[src/rtl/decode_stage.sv]
// decode_stage: RV32I integer decode stage feeding the execute-stage ALU.
// Fetched instructions are decoded combinationally on entry and the decoded
// fields plus PC are stored in a 2-entry in-order skid buffer, so in_ready
// is a registered signal.
//
// Optional feature macro: DECODE_ILLEGAL_EN
//   defined   - unsupported opcodes / bad funct7 encodings raise out_illegal
//               and are forced to alu_fn=NOP, reg_we=0
//   undefined - out_illegal tied 0, funct7 bit 30 alone selects SUB/SRA
//
// Ports:
//   clk, rst            clock, synchronous active-high reset
//   flush               discard all buffered and incoming instructions
//   in_valid/in_ready   fetch handshake (in_ready registered)
//   in_inst, in_pc      instruction word and its PC
//   out_valid/out_ready execute handshake
//   out_alu_fn          ALU op (0 ADD .. 10 PASSB, 31 NOP)
//   out_rs1/rs2/rd_addr register indices (raw instruction fields)
//   out_imm             decoded immediate
//   out_use_imm         operand B = out_imm
//   out_src_a_pc        operand A = out_pc
//   out_reg_we          writes rd (0 when rd==0)
//   out_pc              instruction PC
//   out_illegal         unsupported encoding flag
module decode_stage #(
  parameter int XLEN  = 32,
  parameter int DEPTH = 2
) (
  input  logic            clk,
  input  logic            rst,
  input  logic            flush,
  input  logic            in_valid,
  output logic            in_ready,
  input  logic [31:0]     in_inst,
  input  logic [XLEN-1:0] in_pc,
  output logic            out_valid,
  input  logic            out_ready,
  output logic [4:0]      out_alu_fn,
  output logic [4:0]      out_rs1_addr,
  output logic [4:0]      out_rs2_addr,
  output logic [4:0]      out_rd_addr,
  output logic [XLEN-1:0] out_imm,
  output logic            out_use_imm,
  output logic            out_src_a_pc,
  output logic            out_reg_we,
  output logic [XLEN-1:0] out_pc,
  output logic            out_illegal
);

  typedef enum logic [4:0] {
    ALU_ADD   = 5'd0,
    ALU_SUB   = 5'd1,
    ALU_AND   = 5'd2,
    ALU_OR    = 5'd3,
    ALU_XOR   = 5'd4,
    ALU_SLL   = 5'd5,
    ALU_SRL   = 5'd6,
    ALU_SRA   = 5'd7,
    ALU_SLT   = 5'd8,
    ALU_SLTU  = 5'd9,
    ALU_PASSB = 5'd10,
    ALU_NOP   = 5'd31
  } alu_fn_e;

  typedef struct packed {
    alu_fn_e         alu_fn;
    logic [4:0]      rs1;
    logic [4:0]      rs2;
    logic [4:0]      rd;
    logic [XLEN-1:0] imm;
    logic            use_imm;
    logic            src_a_pc;
    logic            reg_we;
    logic [XLEN-1:0] pc;
    logic            illegal;
  } entry_t;

  localparam logic [6:0] OPC_OP     = 7'b0110011;
  localparam logic [6:0] OPC_OP_IMM = 7'b0010011;
  localparam logic [6:0] OPC_LUI    = 7'b0110111;
  localparam logic [6:0] OPC_AUIPC  = 7'b0010111;

  localparam entry_t RST_ENTRY = '{
    alu_fn: ALU_NOP, rs1: '0, rs2: '0, rd: '0, imm: '0,
    use_imm: 1'b0, src_a_pc: 1'b0, reg_we: 1'b0, pc: '0, illegal: 1'b0
  };

  logic [2:0] w_f3;
  logic [6:0] w_f7;
  logic       w_writes;
  entry_t     w_dec;
  entry_t     w_entry;

  assign w_f3 = in_inst[14:12];
  assign w_f7 = in_inst[31:25];

  // Base decode; register indices are always the raw instruction fields.
  always_comb begin
    w_dec          = RST_ENTRY;
    w_writes       = 1'b0;
    w_dec.rs1      = in_inst[19:15];
    w_dec.rs2      = in_inst[24:20];
    w_dec.rd       = in_inst[11:7];
    w_dec.pc       = in_pc;
    case (in_inst[6:0])
      OPC_OP, OPC_OP_IMM: begin
        w_writes = 1'b1;
        case (w_f3)
          3'b000: w_dec.alu_fn = (in_inst[30] && in_inst[6:0] == OPC_OP) ? ALU_SUB : ALU_ADD;
          3'b001: w_dec.alu_fn = ALU_SLL;
          3'b010: w_dec.alu_fn = ALU_SLT;
          3'b011: w_dec.alu_fn = ALU_SLTU;
          3'b100: w_dec.alu_fn = ALU_XOR;
          3'b101: w_dec.alu_fn = in_inst[30] ? ALU_SRA : ALU_SRL;
          3'b110: w_dec.alu_fn = ALU_OR;
          default: w_dec.alu_fn = ALU_AND;
        endcase
        if (in_inst[6:0] == OPC_OP_IMM) begin
          w_dec.use_imm = 1'b1;
          if (w_f3 == 3'b001 || w_f3 == 3'b101)
            w_dec.imm = XLEN'(in_inst[24:20]);
          else
            w_dec.imm = XLEN'($signed(in_inst[31:20]));
        end
      end
      OPC_LUI: begin
        w_writes      = 1'b1;
        w_dec.alu_fn  = ALU_PASSB;
        w_dec.imm     = XLEN'($signed({in_inst[31:12], 12'h000}));
        w_dec.use_imm = 1'b1;
      end
      OPC_AUIPC: begin
        w_writes       = 1'b1;
        w_dec.alu_fn   = ALU_ADD;
        w_dec.imm      = XLEN'($signed({in_inst[31:12], 12'h000}));
        w_dec.use_imm  = 1'b1;
        w_dec.src_a_pc = 1'b1;
      end
      default: ;
    endcase
    w_dec.reg_we = w_writes && (in_inst[11:7] != 5'd0);
  end

`ifdef DECODE_ILLEGAL_EN
  logic w_bad;

  always_comb begin
    w_bad = 1'b0;
    case (in_inst[6:0])
      OPC_OP:
        w_bad = !((w_f7 == 7'b0000000) ||
                  (w_f7 == 7'b0100000 && (w_f3 == 3'b000 || w_f3 == 3'b101)));
      OPC_OP_IMM:
        w_bad = (w_f3 == 3'b001 && w_f7 != 7'b0000000) ||
                (w_f3 == 3'b101 && w_f7 != 7'b0000000 && w_f7 != 7'b0100000);
      OPC_LUI, OPC_AUIPC: w_bad = 1'b0;
      default: w_bad = 1'b1;
    endcase
  end

  always_comb begin
    w_entry = w_dec;
    if (w_bad) begin
      w_entry.alu_fn  = ALU_NOP;
      w_entry.reg_we  = 1'b0;
      w_entry.illegal = 1'b1;
    end
  end
`else
  // Only bit 30 of funct7 is meaningful in this build.
  logic [5:0] w_f7_unused;
  assign w_f7_unused = {w_f7[6], w_f7[4:0]};
  assign w_entry     = w_dec;
`endif

  entry_t     r_mem [DEPTH];
  logic       r_wr_ptr;
  logic       r_rd_ptr;
  logic [1:0] r_count;
  logic       r_in_ready;
  logic       w_push;
  logic       w_pop;
  logic [1:0] w_count_nxt;

  assign w_push = in_valid && r_in_ready && !flush;
  assign w_pop  = (r_count != 2'd0) && out_ready;

  always_comb begin
    w_count_nxt = r_count;
    if (w_push && !w_pop)
      w_count_nxt = r_count + 2'd1;
    else if (!w_push && w_pop)
      w_count_nxt = r_count - 2'd1;
  end

  always_ff @(posedge clk) begin
    if (rst) begin
      r_mem      <= '{default: RST_ENTRY};
      r_wr_ptr   <= 1'b0;
      r_rd_ptr   <= 1'b0;
      r_count    <= '0;
      r_in_ready <= 1'b1;
    end else if (flush) begin
      r_wr_ptr   <= 1'b0;
      r_rd_ptr   <= 1'b0;
      r_count    <= '0;
      r_in_ready <= 1'b1;
    end else begin
      if (w_push) begin
        r_mem[r_wr_ptr] <= w_entry;
        r_wr_ptr        <= ~r_wr_ptr;
      end
      if (w_pop)
        r_rd_ptr <= ~r_rd_ptr;
      r_count    <= w_count_nxt;
      r_in_ready <= (32'(w_count_nxt) < DEPTH);
    end
  end

  assign in_ready     = r_in_ready;
  assign out_valid    = (r_count != 2'd0);
  assign out_alu_fn   = r_mem[r_rd_ptr].alu_fn;
  assign out_rs1_addr = r_mem[r_rd_ptr].rs1;
  assign out_rs2_addr = r_mem[r_rd_ptr].rs2;
  assign out_rd_addr  = r_mem[r_rd_ptr].rd;
  assign out_imm      = r_mem[r_rd_ptr].imm;
  assign out_use_imm  = r_mem[r_rd_ptr].use_imm;
  assign out_src_a_pc = r_mem[r_rd_ptr].src_a_pc;
  assign out_reg_we   = r_mem[r_rd_ptr].reg_we;
  assign out_pc       = r_mem[r_rd_ptr].pc;
  assign out_illegal  = r_mem[r_rd_ptr].illegal;

endmodule

[config.mk]
export PLATFORM = sky130hd
export DESIGN_NAME = decode_stage
export DESIGN_NICKNAME = d
export VERILOG_FILES = /design/src/rtl/decode_stage.sv
export SDC_FILE = /design/constraint.sdc
export NUM_CORES = 1
export LEC_CHECK = 0
export ABC_AREA = 1
export CAP_MARGIN = 10
export CORE_AREA = 2 2 136 138
export CTS_CLUSTER_SIZE = 14
export DETAILED_ROUTE_END_ITERATION = 6
export DIE_AREA = 0 0 138 140
export HOLD_SLACK_MARGIN = 0.1
export PLACE_DENSITY = 0.7
export SYNTH_ARGS = -nofsm -noshare
export SYNTH_HDL_FRONTEND = slang
export SYNTH_SLANG_ARGS = --single-unit
[constraint.sdc]
create_clock -name clk -period 2.4 [get_ports clk]
set_input_delay 0.36 -clock clk [delete_from_list [all_inputs] [get_ports clk]]
set_output_delay 0.36 -clock clk [all_outputs]
set_load 0.005 [all_outputs]
==> flow_summary_export.csv, run 1 <==
group,metric,value,unit
status,status,"complete, no violations",
global_routing,met2_usage,32.7,%
global_routing,use_met1,27.7,%
layout,antenna_cells,0,
placed_design,placed_area,0.00954,mm^2
global_routing,use_met3,3.69,%
die,ios,159,
die,dieArea,0.0193,mm^2
timing,whs,446,ps
drt,drc,0,
drt,wl,20400,um
setup_path,rr_worst_depth,9,
timing,rsz0062_at_grt,"yes",
die,start_util,44.3,%
global_routing,overflow,0,
setup_path,arrival,2040,ps
global_routing,grt_max_degree,104,
timing,fin_crit_sh,99.9,%
placed_design,dpl_worst_slack,252,ps
setup_path,crit_path_end_kind,"output port",
cts,cts_made_buffers,17,
timing,setup_slack,2.24,ps
setup_path,crit_chain,"clkinv_4 > buf_12 > o21ai_0 > clkdlybuf4s50_1",
job,drv_cap,0,
layout,syn2layout_area_growth,29.0,%
setup_path,critical-path-slowest-cell,"clkdlybuf4s50_1",
setup_path,start_kind,"flip-flop",
logic_synthesis,synthDistinctLibCells,29,
cts,htreeDepth,4,
logic_synthesis,yosys_warnings,0,
cts,clk-insertion-delay-late,430,ps
timing,layout_min_cycle_time,2400,ps
cts,cts_tree,"built",
setup_path,worstPathMaxFanout,28,
timing,clock.fmax,417,MHz
global_routing,grt_pass1_wl,32800,um
global_routing,grt.busiest_layer,"met2",
setup_path,rr_endpoint,"r_mem[142]$_SDFFE_PP0P_",
logic_synthesis,syn_area_per_cell,7.03,um^2
layout,stdcell_area,0.0102,mm^2
cts,cts_sinks,179,
layout,fillers,1701,
worst_hold_path,min-delay-start,"r_mem[13]$_SDFFE_PP0P_",
timing,hold_viol,0,
timing,tns,0,ps
drt,first_pass_iters,5,
setup_path,worstSetupPathType,"flip-flop to output port",
logic_synthesis,syn_area,0.00788,mm^2
drt,ant_nets,0,
setup_path,critical_path_required,2040,ps
global_routing,grt_pass1_vias,6624,
logic_synthesis,synth_nets,1192,
worst_hold_path,hold_path.class,"flip-flop to flip-flop",
drt,num_vias,7304,
layout,final_cell_mix,"nand2_1, dfxtp_1, o21ai_0",
logic_synthesis,synthCells,1120,
layout,multiInputGateArea,0.00337,mm^2
worst_hold_path,hold_path_end,"r_mem[13]$_SDFFE_PP0P_",
logic_synthesis,seq_area_frac_synth,45.5,%
drt,drt_iter0_drc,504,
power_and_ir_drop,peakVddDrop,0.495,mV
cts,cts_root_buf,"clkbuf_16",
drt,via_per_inst,4.97,
timing,slew_viol_final,0,
power_and_ir_drop,p_leak,4.17,nW
logic_synthesis,ys_seq_elements,179,
placed_design,io_buffers,157,
global_routing,antenna_found_initial,0,
worst_hold_path,hold_path_depth,2,
die,fp.dieW,138,um
layout,drive_gt1_share,4.84,%
die,die_y,140,um
die,fp.coreArea,0.0178,mm^2
layout,seq_area,0.00358,mm^2
layout,layout_commonest_cell,"nand2_1",
setup_path,rr_startpoint,"in_ready$_SDFF_PP1_",
setup_path,slowest_delay,560,ps
placed_design,gp_congestion,0.853,
timing,clock_skew,8.33,ps
power_and_ir_drop,p_per_area,682,mW/mm^2
cts,cts_max_path_buffers,2,
setup_path,timing.reg2reg.setup_slack,740,ps
global_routing,globalRouteTotalUtil,20.7,%
layout,final_nets,1299,
placed_design,dp_hpwl,12900,um
drt,wire_per_inst,13.9,um
die,row_count,49,
cts,cts.hold.buffers_added,0,
timing,setup_violations,0,
cts,clk_pin_slew,70,ps
[layer usage]
layer  wire length (um)  part of all wire, %
met4                633                  3.1
met2               9270                   45
met1               9580                   47
met3                887                  4.4
met5                  0                    0
[cell usage after synthesis, drive strengths merged]
cell type  number  area (um^2)
ha              3         37.5
nand2         204          766
nand3          72          365
o31ai           1         7.51
clkbuf         46          173
nand3b          2         15.0
dfxtp         179         3580
inv           133          499
a21oi         112          576
o21a           20          150
nor2          104          422
buf            38          243
conb            1         3.75
a211oi          2         15.0
o21ai         197          986
clkinv          2         7.51
o211ai          1         7.51
nor3            3         20.0
[critical path: cells and delay by family (launching register included)]
family	cells	cell delay [ps]
buffers and inverters	3	950
AO/OA/AOI/OAI	1	270
flip-flops	1	370
[metrics by stage]
step | cells | power (mW) | util, %
floorplan | 1120 | 3.63 | -
detailed placement | 1437 | 4.09 | 53.6
finish | 1469 | 6.94 | 57.2
global route | 1469 | 7.21 | 57.2
CTS | 1469 | 6.98 | 57.1
global placement | 1437 | 4.08 | 53.6
[final cells by class]
| cell class | instances | share of cell area, % |
|---|---|---|
| Inverter | 135 | 5.05 |
| Multi-Input combinational cell | 722 | 33.2 |
| Clock buffer | 24 | 4.54 |
| Sequential cell | 179 | 35.3 |
| Tap cell | 229 | 2.82 |
| Clock inverter | 8 | 1.49 |
| Timing Repair Buffer | 172 | 17.7 |
[power breakdown]
part | switching (mW) | total, mW | internal (mW) | leakage, nW
Clock | 1.14 | 2.91 | 1.77 | 0.285
Combinational | 0.427 | 0.857 | 0.430 | 2.42
Sequential | 0.0549 | 3.17 | 3.11 | 1.46
[worst max path at each step]
stage / end / from
floorplan: out_pc[10] / r_rd_ptr$_SDFFE_PP0P_
global placement: out_pc[18] / r_rd_ptr$_SDFFE_PP0P_
detailed placement: out_pc[18] / r_rd_ptr$_SDFFE_PP0P_
CTS: out_pc[21] / r_rd_ptr$_SDFFE_PP0P_
global route: out_imm[13] / r_rd_ptr$_SDFFE_PP0P_
finish: out_pc[24] / r_rd_ptr$_SDFFE_PP0P_
[flip-flops by register name, indices dropped and copies added, names as in the netlist]
register	flops
r_wr_ptr	1
r_rd_ptr	1
in_ready	1
r_count	2
r_mem	174
[cell families (layout without fill, tap and decap cells)]
logic type	count (synthesis)	count (layout)	synth area share, %
and+or+nand+nor	385	385	20.2
other	1	1	0.0476
DFF	179	179	45.5
AOI/OAI and AO/OA	333	333	22.1
adders and majority gates	3	3	0.477
buffers and inverters	219	339	11.7
[repair_timing]
action / in CTS / in global routing
setup buffers: 0 / 0
gates resized for setup: 4 / 13
endpoints found under the setup margin: 56 / 24
No activity file was read; power rests on OpenSTA's default activity.
==> inputs of run 2 (changes only) <==
Settings changed: CORE_AREA 2 2 136 138 to 2 2 154 156, DIE_AREA 0 0 138 140 to 0 0 156 158, PLACE_DENSITY 0.7 to not set.
==> run 2 against run 1 <==
  * Worst setup slack improved by 60 ps
  * Non-clock buffer count rose by 6
  * Hold slack improved by 2.7 ps
  * Power fell by 0.80%
  * Die area rose by 28%
  * Flip-flop and latch count did not move
  * First-iteration DRC count fell by 5.0%
  * Cell count rose by 4.6%
  * Clock skew fell by 0.60 ps
  * Sequential share of layout area fell by 0.47 points
  * Via count fell by 0.53%
  * Sequential power barely moved
  * Critical path type unchanged
  * Critical endpoint unchanged
  * Largest cell class unchanged
  * Largest power group unchanged
  * Highest routed layer unchanged
==> flow_summary_export.csv, run 2 (synthesized netlist as in run 1, its figures left out) <==
group,metric,value,unit
cts,postCtsSetupBuffers,0,
cts,cts_made_buffers,17,
power_and_ir_drop,p_per_area,668,mW/mm^2
cts,cts_tree,"built",
cts,htreeDepth,4,
placed_design,dpl_worst_slack,302,ps
layout,final_nets,1305,
setup_path,critical-path-slowest-cell,"clkdlybuf4s50_1",
setup_path,critical_path_required,2040,ps
die,die_y,158,um
layout,antenna_cells,0,
timing,layout_min_cycle_time,2340,ps
placed_design,dp_hpwl,14200,um
cts,cts.hold.buffers_added,0,
drt,via_per_inst,4.73,
setup_path,crit_chain,"clkinv_2 > buf_12 > o21ai_0 > clkdlybuf4s50_1",
timing,setup_violations,0,
timing,clock_skew,7.73,ps
layout,fillers,2302,
drt,drc,0,
cts,clk-insertion-delay-late,420,ps
drt,first_pass_iters,5,
die,ios,159,
layout,largestRegisters,"r_mem: 174 flops, r_count: 2 flops",
timing,slew_viol_final,0,
timing,setup_slack,62.5,ps
layout,layout_commonest_cell,"nand2_1",
layout,top_register,"r_mem",
placed_design,placed_area,0.00969,mm^2
power_and_ir_drop,peakVddDrop,0.395,mV
setup_path,arrival,1980,ps
timing,rsz0062_at_grt,"no",
timing,clock.fmax,428,MHz
die,fp.coreArea,0.0231,mm^2
worst_hold_path,hold_path.class,"flip-flop to flip-flop",
setup_path,slowest_delay,570,ps
timing,worstMarginPinSlew,583,ps
die,fp.dieW,156,um
drt,wl,21600,um
global_routing,grt_pass1_vias,6666,
setup_path,worstPathMaxFanout,51,
timing,tns,0,ps
layout,stdcell_area,0.0103,mm^2
cts,clk_pin_slew,70,ps
placed_design,gp_congestion,0.851,
timing,hold_viol,0,
cts,cts_sinks,179,
job,drv_cap,0,
cts,cts_max_path_buffers,2,
setup_path,crit_path_end_kind,"output port",
global_routing,grt.busiest_layer,"met2",
die,row_count,56,
setup_path,crit_buf_inv,3,
layout,final_cell_mix,"nand2_1, o21ai_0, dfxtp_1",
setup_path,worstSetupPathType,"flip-flop to output port",
die,dieArea,0.0246,mm^2
power_and_ir_drop,p_leak,4.20,nW
layout,final_util,44.7,%
timing,slew_headroom,61.1,%
die,start_util,34.2,%
global_routing,met2_usage,29.2,%
global_routing,grt_pass1_wl,34600,um
setup_path,cpLargestDelayFamily,"buffers and inverters",
status,status,"complete, no violations",
drt,drt_iter0_drc,479,
drt,wire_per_inst,14.1,um
cts,cts_root_buf,"clkbuf_16",
drt,num_vias,7265,
global_routing,antenna_found_initial,0,
setup_path,start_kind,"flip-flop",
global_routing,use_met3,3.56,%
timing,fin_crit_sh,97.4,%
global_routing,overflow,0,
global_routing,grt_max_degree,103,
global_routing,globalRouteTotalUtil,17.7,%
global_routing,use_met1,23.7,%
drt,ant_nets,0,
timing,whs,448,ps
layout,largest_reg_flops,174,
layout,drive_gt1_share,5.78,%
layout,syn2layout_area_growth,30.8,%
placed_design,io_buffers,157,
==> run 2: layout make-up <==
class | count | area, um^2 | share of cell area (%)
clock buffer | 18 | 439 | 4.26
sequential | 179 | 3580 | 34.8
tap | 290 | 363 | 3.52
multi-input combinational | 722 | 3370 | 32.7
clock inverter | 14 | 166 | 1.62
timing repair buffer | 178 | 1870 | 18.1
inverter | 135 | 509 | 4.94
==> run 2: repair_timing <==
item / in CTS / in global routing
hold endpoints to repair: 0 / 0
setup endpoints to repair: 0 / 5
gates resized for setup: 0 / 5
==> run 2: path summary, 6_finish.rpt <==
path,start,to,slack (ps),cells after the start
max reg2reg,in_ready$_SDFF_PP1_,r_mem[155]$_SDFFE_PP0P_,800,9
min,r_mem[30]$_SDFFE_PP0P_,r_mem[30]$_SDFFE_PP0P_,450,2
max,r_rd_ptr$_SDFFE_PP0P_,out_pc[24],60,4
min reg2reg,r_mem[30]$_SDFFE_PP0P_,r_mem[30]$_SDFFE_PP0P_,450,2
==> run 2: where the power goes <==
group / switching [mW] / internal, mW
logic: 0.439 / 0.438
registers: 0.0543 / 3.11
clock network: 1.24 / 1.60
==> run 2: worst register-to-register path: stages (launching register included) <==
cell and delay (ps):
dfxtp_1 310, nand2_1 90, nor2_2 60, inv_2 140, nor2_4 60, inv_2 420
buf_12 240, a21oi_1 70, nand2_1 90, inv_1 40
==> run 2: routing by layer <==
layer / part of all wire (%) / vias to the layer above
met2: 48 / 134
li1: - / 3814
met4: 1.3 / 0
met5: 0 / -
met3: 3.6 / 19
met1: 47 / 3298
==> run 2: stage by stage <==
step | instances | power (mW)
6_report | 1536 | 6.88
2_1_floorplan | 1120 | 3.63
5_1_grt | 1536 | 7.21
3_5_place_dp | 1504 | 4.11
4_1_cts | 1536 | 6.97
3_3_place_gp | 1504 | 4.11
==> inputs of run 3 (changes only) <==
Settings changed: CTS_CLUSTER_DIAMETER set to 80.
==> results of run 3 <==
Same layout as run 2: the final DEF is identical, and so are final timing and power.
